`src/rtl/channel_fifo_pkg.sv`:
```
// channel_fifo_pkg: shared channel constants and pointer-width helper
package channel_fifo_pkg;
  localparam int CHANNEL_WIDTH = 32;
  function automatic int ptr_width(input int depth);
    return $clog2(depth);
  endfunction
endpackage

```
`src/rtl/channel_fifo_mem.sv`:
```
// channel_fifo_mem: DEPTH x WIDTH storage, one sync write port (clk, we, waddr, wdata), one async read port (raddr, rdata)
module channel_fifo_mem #(
  parameter int WIDTH = 32,
  parameter int DEPTH = 4,
  parameter int AW = 2
) (
  input  logic             clk,
  input  logic             we,
  input  logic [AW-1:0]    waddr,
  input  logic [WIDTH-1:0] wdata,
  input  logic [AW-1:0]    raddr,
  output logic [WIDTH-1:0] rdata
);
  logic [WIDTH-1:0] mem [DEPTH];
  always_ff @(posedge clk)
    if (we) mem[waddr] <= wdata;
  assign rdata = mem[raddr];
endmodule

```
`src/rtl/channel_fifo.sv`:
```
// channel_fifo: FWFT CSP channel FIFO; write side (write_data, write_request, write_ready), read side (read_data, read_request, read_valid), occupancy count
module channel_fifo
  import channel_fifo_pkg::*;
#(
  parameter int WIDTH = CHANNEL_WIDTH,
  parameter int DEPTH = 4
) (
  input  logic                       clk,
  input  logic                       reset,
  input  logic [WIDTH-1:0]           write_data,
  input  logic                       write_request,
  output logic                       write_ready,
  output logic [WIDTH-1:0]           read_data,
  input  logic                       read_request,
  output logic                       read_valid,
  output logic [$clog2(DEPTH+1)-1:0] count
);
  localparam int AW = ptr_width(DEPTH);
  localparam int CW = $clog2(DEPTH + 1);
  logic [AW-1:0] wr_ptr, rd_ptr;
  logic [WIDTH-1:0] mem_data;
  logic wr_fire, rd_fire;
  // Flags come from count alone so no consumer-to-producer combinational path exists
  assign write_ready = count != CW'(DEPTH);
  assign read_valid = count != '0;
  assign wr_fire = write_request && write_ready;
  assign rd_fire = read_request && read_valid;
  // Stale storage is hidden when empty
  assign read_data = read_valid ? mem_data : '0;
  channel_fifo_mem #(.WIDTH(WIDTH), .DEPTH(DEPTH), .AW(AW)) u_mem (
    .clk(clk),
    .we(wr_fire && !reset),
    .waddr(wr_ptr),
    .wdata(write_data),
    .raddr(rd_ptr),
    .rdata(mem_data)
  );
  always_ff @(posedge clk)
    if (reset) begin
      wr_ptr <= '0;
      rd_ptr <= '0;
      count <= '0;
    end else begin
      if (wr_fire) wr_ptr <= wr_ptr + AW'(1);
      if (rd_fire) rd_ptr <= rd_ptr + AW'(1);
      count <= count + CW'(wr_fire) - CW'(rd_fire);
    end
endmodule

```
`config.mk`:
```
export PLATFORM = sky130hd
export DESIGN_NAME = channel_fifo
export DESIGN_NICKNAME = d
export VERILOG_FILES = /design/src/rtl/channel_fifo_pkg.sv /design/src/rtl/channel_fifo_mem.sv /design/src/rtl/channel_fifo.sv
export SDC_FILE = /design/constraint.sdc
export NUM_CORES = 1
export LEC_CHECK = 0
export ABC_CLOCK_PERIOD_IN_PS = 4800
export CORE_ASPECT_RATIO = 1.25
export CORE_MARGIN = 5
export CORE_UTILIZATION = 38
export CTS_BUF_LIST = sky130_fd_sc_hd__clkbuf_4 sky130_fd_sc_hd__clkbuf_8 sky130_fd_sc_hd__clkbuf_16
export DETAILED_ROUTE_END_ITERATION = 12
export GPL_TIMING_DRIVEN = 0
export SETUP_SLACK_MARGIN = 0.15
export SLEW_MARGIN = 10
export SYNTH_ARGS = -nofsm -noshare
export SYNTH_HDL_FRONTEND = slang
export SYNTH_SLANG_ARGS = --single-unit
```
`constraint.sdc`:
```
create_clock -name clk -period 4.8 [get_ports clk]
set_clock_uncertainty 0.2 [all_clocks]
set_input_delay 0.48 -clock clk [delete_from_list [all_inputs] [get_ports clk]]
set_output_delay 0.48 -clock clk [all_outputs]
set_load 0.02 [all_outputs]
```
==> metrics.txt, run 1 <==
vias in the first global route 2899; Final Slew Violations 0; IO Pins 73; Die Wd 116 microns; cell taking the most area after synthesis edfxtp_1; Placed Instance Area 6430 sq um; setup TNS 0 ns; Critical R2R Launch count[2]; Routed WL 10000 microns; Syn-to-layout area delta 32.2%; Synth Register Bits 137; grt met1 use 15.2%; post-CTS resize count 0; Initial Util 38.7%; Final Power 3960 uW; met3 Use GR 3.91%; maximum VDD drop 227 uV; Vias/cell 4.78; CTS max path bufs 2; Gate Count Post-Synth 253; post-DP HPWL 7080 microns; clk root buf clkbuf_16; Fmax 313 MHz; depth of the CTS H-tree 4; Worst-Margin Slew 0.866 ns; reg-to-reg critical path endpoint count[2]; ANT nets after route 0; setup slack at placement 1.76 ns; Design Area, Final 7030 sq um; worst min path class reg -> reg; hold path depth 2; gpl congestion 0.648; CORE AREA 13800 sq um; gr usage total 13.3%; final setup fails 0; clock net sink count 137; worst skew pair latency 0.41 ns; vias post-DR 2617; Yosys top cell area share 72.3%; Leak 0.00233 uW; synth top area cells edfxtp_1, mux4_2, nor2b_1, dfxtp_1, ha_1; Hold Startpoint rd_ptr[1]; GR Util met2 23.0%; Hold Buf Count CTS 0; fillers 1133; CP Data Required Time 4.12 ns; synthesized net count 296; die area 16500 sq um; port buffer count 72; Slew HR 42.0%; RSZ-0062 raised after global routing no; drt first pass iters 4; R2R Setup Slk 2.01 ns; Setup WS post-layout 1.60 ns; Mapped Avg Cell Area 21.0 sq um; endpoint class of the critical path primary output; first-pass GRT wire length 15900 microns; Seq/Total Area, Yosys 75.7%; Psw 1110 uW; Slowest cell on crit path clkdlybuf4s50_1; DR iter-0 viols 73; Max Cap Viol 0; Fin. Hold Viols 0; Max stage delay on crit path 0.58 ns; Cell Area, Synth 5320 sq um; critical path fanouts, max 10; Post-CTS Setup Bufs 0; Distinct cells, synth 26; most used routing layer met2; largest net degree at the start of global routing 17; crit path kind reg -> out; initial antenna violation count 0; CP Cell Sequence nor3_2 -> clkbuf_1 -> nor2b_1 -> clkdlybuf4s50_1; Total Nets Final 402; P_int 2850 uW; GRT overflow 0; period utilisation layout 66.7%; status completed; Clk pwr share 32.6%; die height 142 microns; final core utilization 51.1%; Flop pwr share 36.4%; drt drc 0; Ant. Diodes 0; Comb power frac 31.0%; critical path arrival 2.52 ns; Rows 48; CTS tree yes; clock-pin slew of the registers on the worst-case setup and hold paths 0.06 ns; Net Sw Frac 28.0%; Ys Warns 0; CP Launch Type register; fin crit period 3.20 ns; WL/cell 18.4 microns; R2R depth 11; number of buffers created by CTS 17; P per Cell Area 563 nW/um^2; share of cells above drive strength 1 25.3%
-- Yosys cell counts, drive strengths merged --
| cell | n |
|---|---|
| a21oi | 1 |
| and2 | 2 |
| buf | 7 |
| clkbuf | 4 |
| dfxtp | 9 |
| edfxtp | 128 |
| fa | 1 |
| ha | 6 |
| inv | 7 |
| mux2 | 1 |
| mux2i | 1 |
| mux4 | 32 |
| nand2 | 1 |
| nand2b | 2 |
| nor2 | 6 |
| nor2b | 33 |
| nor3 | 2 |
| nor3b | 4 |
| o21ai | 1 |
| o31ai | 1 |
| or3 | 1 |
| or3b | 1 |
| xor2 | 2 |
-- cell type report --
type / count / area [sq um] / area share, %
Clock buffer: 19 / 440 / 6.26
Sequential cell: 137 / 4020 / 57.2
Multi-Input combinational cell: 98 / 1220 / 17.3
Tap cell: 175 / 219 / 3.11
Timing Repair Buffer: 87 / 878 / 12.5
Inverter: 7 / 26.3 / 0.374
Buffer: 11 / 68.8 / 0.979
Clock inverter: 13 / 156 / 2.22
-- worst max-delay path by stage --
| stage | start | to | cells past startpoint | slack, ns |
|---|---|---|---|---|
| floorplan | count[1] | u_mem.mem[0][0] | 4 | 0.61 |
| global placement | reset | u_mem.mem[0][24] | 3 | -1.71 |
| detailed placement | reset | u_mem.mem[0][29] | 5 | 1.76 |
| CTS | count[1] | read_data[2] | 4 | 1.44 |
| global route | count[1] | read_data[11] | 4 | 1.35 |
| finish | count[1] | read_data[11] | 4 | 1.60 |
-- cells by family after synthesis --
| group | Yosys count | synth area share [%] |
|---|---|---|
| compound gates | 3 | 0.329 |
| xor+xnor | 2 | 0.330 |
| fa+ha+maj | 7 | 1.79 |
| buf+inv | 18 | 1.79 |
| flops | 137 | 75.7 |
| mux | 34 | 14.0 |
| simple gates | 52 | 6.05 |
-- per-layer routing --
metal  wire (microns)  vias up
met2             5530       57
met3              394       16
met1             3970     1330
met5                0        -
met4              149        0
li1                 -     1214
-- placed cells by master (no fill, tap or decap), types with 5 or more instances in the layout --
cell | Yosys | layout
edfxtp_1 | 128 | 128
clkdlybuf4s50_1 | 0 | 72
nor2b_1 | 33 | 33
mux4_2 | 32 | 32
clkbuf_16 | 0 | 17
buf_6 | 3 | 13
dfxtp_1 | 9 | 9
inv_1 | 7 | 7
nor2_1 | 6 | 6
ha_1 | 6 | 6
clkinv_2 | 0 | 5
-- metrics by stage --
step	hold WS [ns]	cells
floorplan	0.259	253
global placement	0.278	500
detailed placement	0.297	515
CTS	0.315	547
global route	0.360	547
finish	0.307	547
-- sequential cells by signal, indices dropped and copies added (netlist names), named ones only --
name	count
u_mem.mem	128
count	3
wr_ptr	2
rd_ptr	2
-- critical path: cells and delay by family, from the launching register on --
family / cells / cell delay [ns]
buffers and inverters: 2 / 1.06
DFF: 1 / 0.38
and+or+nand+nor: 2 / 0.67
-- power groups by stage --
stage          clock [uW]  combinational [uW]  sequential (uW)
4_1_cts              1310                1270             1440
3_5_place_dp            0                1270             1470
5_1_grt              1370                1330             1450
2_1_floorplan           0                 731             1470
6_report             1290                1230             1440
3_3_place_gp            0                1230             1470
Note: power is estimated with default switching activity, not from simulation.
==> inputs of run 2 (changes only) <==
ABC_CLOCK_PERIOD_IN_PS = 3200   (was 4800)
clock period = 3.2 ns   (was 4.8 ns; I/O delays follow)
==> run 2 against run 1 <==
Count of clock-buffer cells in the layout up 5. Design area up 0.62%. Sequential share of layout area down 0.35 points. Flip-flop and latch count unchanged. Setup slack worse by 1.3 ns. Clock power rose by 60%. First-iteration DRC count grew 22%. Global-route usage about the same. Routed wire length shrank 1.9%. Largest power group unchanged.
==> metrics.txt, run 2 (synthesis gave the netlist of run 1 again) <==
status completed; Setup WS post-layout 0.321 ns (-1.28 ns); Rows 48 (unchanged); most frequent cells in the layout edfxtp_1, clkdlybuf4s50_1, nor2b_1, mux4_2, clkbuf_16; Total Nets Final 395 (-1.7%); Hold Startpoint rd_ptr[1]; clock-pin slew of the registers on the worst-case setup and hold paths 0.05 ns (about the same); critical path fanouts, max 10 (unchanged); initial antenna violation count 0 (unchanged); die area 16500 sq um (unchanged); port buffer count 72 (unchanged); die height 142 microns (unchanged); vias in the first global route 2946 (+1.6%); GRT overflow 0 (unchanged); final setup fails 0 (unchanged); Fmax 347 MHz; Critical R2R Launch count[2]; first-pass GRT wire length 15900 microns (+0.44%); Leak 0.00235 uW (+0.72%); Post-CTS Setup Bufs 0 (unchanged); P per Cell Area 861 nW/um^2 (+53%); drt first pass iters 4 (unchanged); FF+latch area 4020 sq um (unchanged); DR iter-0 viols 89 (+22%); Final Power 6090 uW (+54%); Reg with most FFs u_mem.mem; max FFs per register 128 (unchanged); worst skew pair latency 0.41 ns (about the same); period utilisation layout 90.0%; final core utilization 51.4% (+0.32 points); clock net sink count 137 (unchanged); Ant. Diodes 0 (unchanged); clk root buf clkbuf_16; RSZ-0062 raised after global routing no; ANT nets after route 0 (unchanged); endpoint class of the critical path primary output; CTS tree yes; Max Cap Viol 0 (unchanged); Fin. Hold Viols 0 (unchanged); maximum VDD drop 393 uV (+73%); Design Area, Final 7070 sq um (+0.62%); setup slack at placement 0.228 ns (-1.53 ns); vias post-DR 2600 (-0.65%); Placed Instance Area 6420 sq um (-0.19%); fillers 1127 (-0.53%); commonest non-fill, non-tap cell in the layout edfxtp_1; drt drc 0 (unchanged); IO Pins 73 (unchanged); CTS max path bufs 2 (unchanged); CORE AREA 13800 sq um (unchanged); fin crit period 2.88 ns; number of buffers created by CTS 17 (unchanged); WL/cell 18.2 microns (-0.66%); CP Launch Type register; Slew HR 49.1% (+7.1 points); CP Data Required Time 2.68 ns (-1.44 ns); depth of the CTS H-tree 4 (unchanged); gr usage total 13.3% (+0.037 points); Vias/cell 4.81 (+0.64%); Final Slew Violations 0 (unchanged); Initial Util 38.7% (unchanged); Syn-to-layout area delta 33.1%; Routed WL 9850 microns (-1.9%); biggest regs u_mem.mem: 128 flops, count: 3 flops; critical path arrival 2.36 ns (-0.16 ns); post-DP HPWL 6620 microns (-6.5%); setup TNS 0 ns (unchanged); multi-input logic area 1250 sq um (+2.6%); Worst-Margin Slew 0.763 ns (-0.104 ns); crit path kind reg -> out; gpl congestion 0.685 (+5.6%); share of cells above drive strength 1 24.7% (-0.61 points); Die Wd 116 microns (unchanged); worst min path class reg -> reg; largest net degree at the start of global routing 17 (unchanged); Hold Buf Count CTS 0 (unchanged)
## run 2: where the power goes
group | switching, uW | internal (uW)
sequential | 60.6 | 2110
combinational | 916 | 951
clock | 663 | 1400
total | 1640 | 4450
## run 2: final timing paths
path | end | slack (ns) | depth (start not counted)
hold reg to reg | register | 0.29 | 2
setup / recovery | read_data[11] | 0.32 | 5
hold / removal | register | 0.29 | 2
setup reg to reg | count[2] | 0.35 | 11
## run 2: per-layer routing
layer / routed length (microns) / GRT usage [%]
met4: 187 / 6.05
met3: 410 / 3.91
met5: 0 / 0
met1: 3810 / 15.4
met2: 5450 / 22.7
## run 2: cell type report
class                   count  share of cell area, %
multi-input cells          98                   17.7
repair buffers             80                   11.9
inverters                   7                  0.424
clock inverters             8                   2.02
plain buffers              11                   1.03
clock buffers              24                   7.02
flip-flops and latches    137                   56.9
well taps                 175                   3.10
## run 2: repair_timing
item                                    CTS  global route
resized for setup                         2             5
endpoints found under the setup margin   30            18
hold endpoints to repair                  0             0
pin swaps                                 0             0
## run 2: critical path, cell delays in order, from the launching register on
cell,delay [ns]
dfxtp_1,0.31
buf_2,0.19
buf_6,0.22
mux4_2,0.51
nor2b_1,0.16
clkdlybuf4s50_1,0.55
## run 2: through the flow
stage | cells | hold WS (ns)
finish | 540 | 0.289
global placement | 500 | 0.270
floorplan | 253 | 0.219
CTS | 540 | 0.291
global route | 540 | 0.329
detailed placement | 508 | 0.283
==> inputs of run 3 (changes only) <==
PLACE_DENSITY = 0.56   (was not set)
==> run 3 against run 2 <==
Sequential power barely moved. Combinational power hardly changed. Flip-flop and latch count stayed put. Die area stayed put. Global-route usage is 0.19 points lower. Power is 3.8% lower. Hold slack improved by 0.011 ns. Design area shrank 0.97%. Count of clock-buffer cells in the layout is 6 lower. Fmax fell by 0.47%. First-iteration DRC count grew 22%. Setup slack lost 0.014 ns.
==> metrics.txt, run 3 (synthesis gave the netlist of run 1 again) <==
status completed; Slew HR 51.0% (+1.9 points); Clk pwr share 31.4% (-2.4 points); Net Sw Frac 28.5% (+1.6 points); Worst Hold Path EP rd_ptr[1]; reg-to-reg critical path endpoint count[2]; port buffer count 72 (unchanged); FF+latch area 4020 sq um (unchanged); drt first pass iters 4 (unchanged); hold path depth 2 (unchanged); ANT nets after route 0 (unchanged); IO Pins 73 (unchanged); Routed WL 9950 microns (+1.0%); multi-input logic area 1240 sq um (-0.50%); initial antenna violation count 0 (unchanged); die height 142 microns (unchanged); Post-CTS Setup Bufs 0 (unchanged); Initial Util 38.7% (unchanged); Die Wd 116 microns (unchanged); share of cells above drive strength 1 23.8% (-0.82 points); number of buffers created by CTS 17 (unchanged); Setup WS post-layout 0.308 ns (-0.0137 ns); vias post-DR 2623 (+0.88%); setup slack at placement 0.272 ns (+0.0442 ns); drt drc 0 (unchanged); max FFs per register 128 (unchanged); R2R depth 11 (unchanged); crit path kind reg -> out; CP Data Required Time 2.68 ns (about the same); worst path buffer plus inverter count 2 (-1); final setup fails 0 (unchanged); first-pass GRT wire length 15800 microns (-1.1%); CTS max path bufs 2 (unchanged); Total Nets Final 395 (unchanged); CP Launch Type register; vias in the first global route 2825 (-4.1%); Slowest cell on crit path clkdlybuf4s50_1; fin crit period 2.89 ns (+0.0137 ns); gpl congestion 0.679 (-0.88%); Rows 48 (unchanged); largest net degree at the start of global routing 17 (unchanged); endpoint class of the critical path primary output; CTS tree yes; RSZ-0062 raised after global routing no; CP Cell Sequence nor3_2 -> clkbuf_2 -> nor2b_1 -> clkdlybuf4s50_1; die area 16500 sq um (unchanged); Flop pwr share 36.8% (+1.2 points); Fin. Hold Viols 0 (unchanged); Final Slew Violations 0 (unchanged); Syn-to-layout area delta 31.8%; clock net sink count 137 (unchanged); worst min path class reg -> reg; CORE AREA 13800 sq um (unchanged); Hold Buf Count CTS 0 (unchanged); WL/cell 18.4 microns (+1.0%); most frequent cells in the layout edfxtp_1, clkdlybuf4s50_1, nor2b_1, mux4_2, clkbuf_16; P_int 4190 uW (-5.8%); depth of the CTS H-tree 4 (unchanged); Comb power frac 31.8% (+1.2 points); Worst-Margin Slew 0.735 ns (-0.0280 ns); Vias/cell 4.86 (+0.88%); gr usage total 13.1% (-0.19 points); fillers 1136 (+0.80%); Critical R2R Launch count[2]; Reg with most FFs u_mem.mem; P per Cell Area 837 nW/um^2 (-2.8%); R2R Setup Slk 0.42 ns (+0.07 ns); maximum VDD drop 394 uV (+0.15%); kind of cell adding the most delay to the critical path buffers and inverters; Max Cap Viol 0 (unchanged); clk root buf clkbuf_16; biggest regs u_mem.mem: 128 flops, count: 3 flops; Placed Instance Area 6430 sq um (+0.19%); worst skew pair latency 0.41 ns (about the same); Leak 0.00230 uW (-1.8%); Design Area, Final 7010 sq um (-0.97%); Ant. Diodes 0 (unchanged); Fmax 346 MHz (-0.47%); DR iter-0 viols 109 (+22%); period utilisation layout 90.4% (+0.43 points); Max stage delay on crit path 0.56 ns (about the same); post-DP HPWL 6540 microns (-1.2%); clock-pin slew of the registers on the worst-case setup and hold paths 0.06 ns (about the same); commonest non-fill, non-tap cell in the layout edfxtp_1; Hold Startpoint rd_ptr[1]; critical path arrival 2.37 ns (about the same); GRT overflow 0 (unchanged); critical path fanouts, max 10 (unchanged); Psw 1670 uW (+1.8%)
[run 3: cell count changes in the layout (fill, tap and decap cells not counted)]
| cell | change |
|---|---|
| clkinv_4 | +1 |
| clkinvlp_4 | +2 |
| clkinv_2 | +1 |
| buf_8 | -1 |
| clkbuf_4 | -3 |
| inv_6 | +1 |
| clkbuf_8 | -3 |
| nor3_4 | -1 |
| buf_16 | +1 |
| nor3_2 | +1 |
| clkinv_1 | +3 |
| bufinv_16 | -2 |
[run 3: layout make-up]
class / count / area share (%)
Sequential cell: 137 / 57.4
Multi-Input combinational cell: 98 / 17.7
Timing Repair Buffer: 80 / 12.2
Clock buffer: 18 / 6.18
Tap cell: 175 / 3.13
Clock inverter: 14 / 1.88
Buffer: 11 / 1.04
Inverter: 7 / 0.429
[run 3: power by group through the flow]
stage | combinational [uW] | clock (uW) | sequential, uW
floorplan | 1100 | 0 | 2200
global placement | 1870 | 0 | 2200
detailed placement | 1910 | 0 | 2200
CTS | 1920 | 1870 | 2160
global route | 2020 | 1950 | 2170
finish | 1860 | 1840 | 2160
[run 3: worst max path at each step]
stage,to,from,cells past startpoint,slack [ns]
2_1_floorplan,u_mem.mem[0][0],count[1],4,0.11
3_3_place_gp,u_mem.mem[0][30],reset,3,-1.05
3_5_place_dp,count[2],count[2],11,0.27
4_1_cts,count[2],count[2],11,0.25
5_1_grt,count[2],count[2],11,0.17
6_report,read_data[10],count[1],4,0.31
[run 3: layer usage]
metal | track usage [%] | wire (microns)
met1 | 16.2 | 4230
met2 | 21.4 | 5130
met3 | 4.42 | 466
met4 | 4.95 | 127
met5 | 0 | 0
[run 3: metrics by stage]
stage	setup TNS (ns)	cells	power, uW	hold WS [ns]	util (%)
after floorplan	0	253	3300	0.219	-
after CTS	0	540	5960	0.301	50.9
after detailed placement	0	508	4100	0.293	46.8
after global placement	-131.61	500	4070	0.277	45.6
final	0	540	5860	0.301	50.9
after global routing	0	540	6150	0.342	50.9
[run 3: what timing repair did]
| action | 4_1_cts | 5_1_grt |
|---|---|---|
| resized for setup | 3 | 1 |
| endpoints found under the setup margin | 22 | 1 |
| gates cloned | 0 | 0 |
[run 3: tightest hold or removal path, stage by stage, from the launching register on]
cell and delay, ns:
dfxtp_1 0.30, o21ai_0 0.06, a21oi_1 0.08
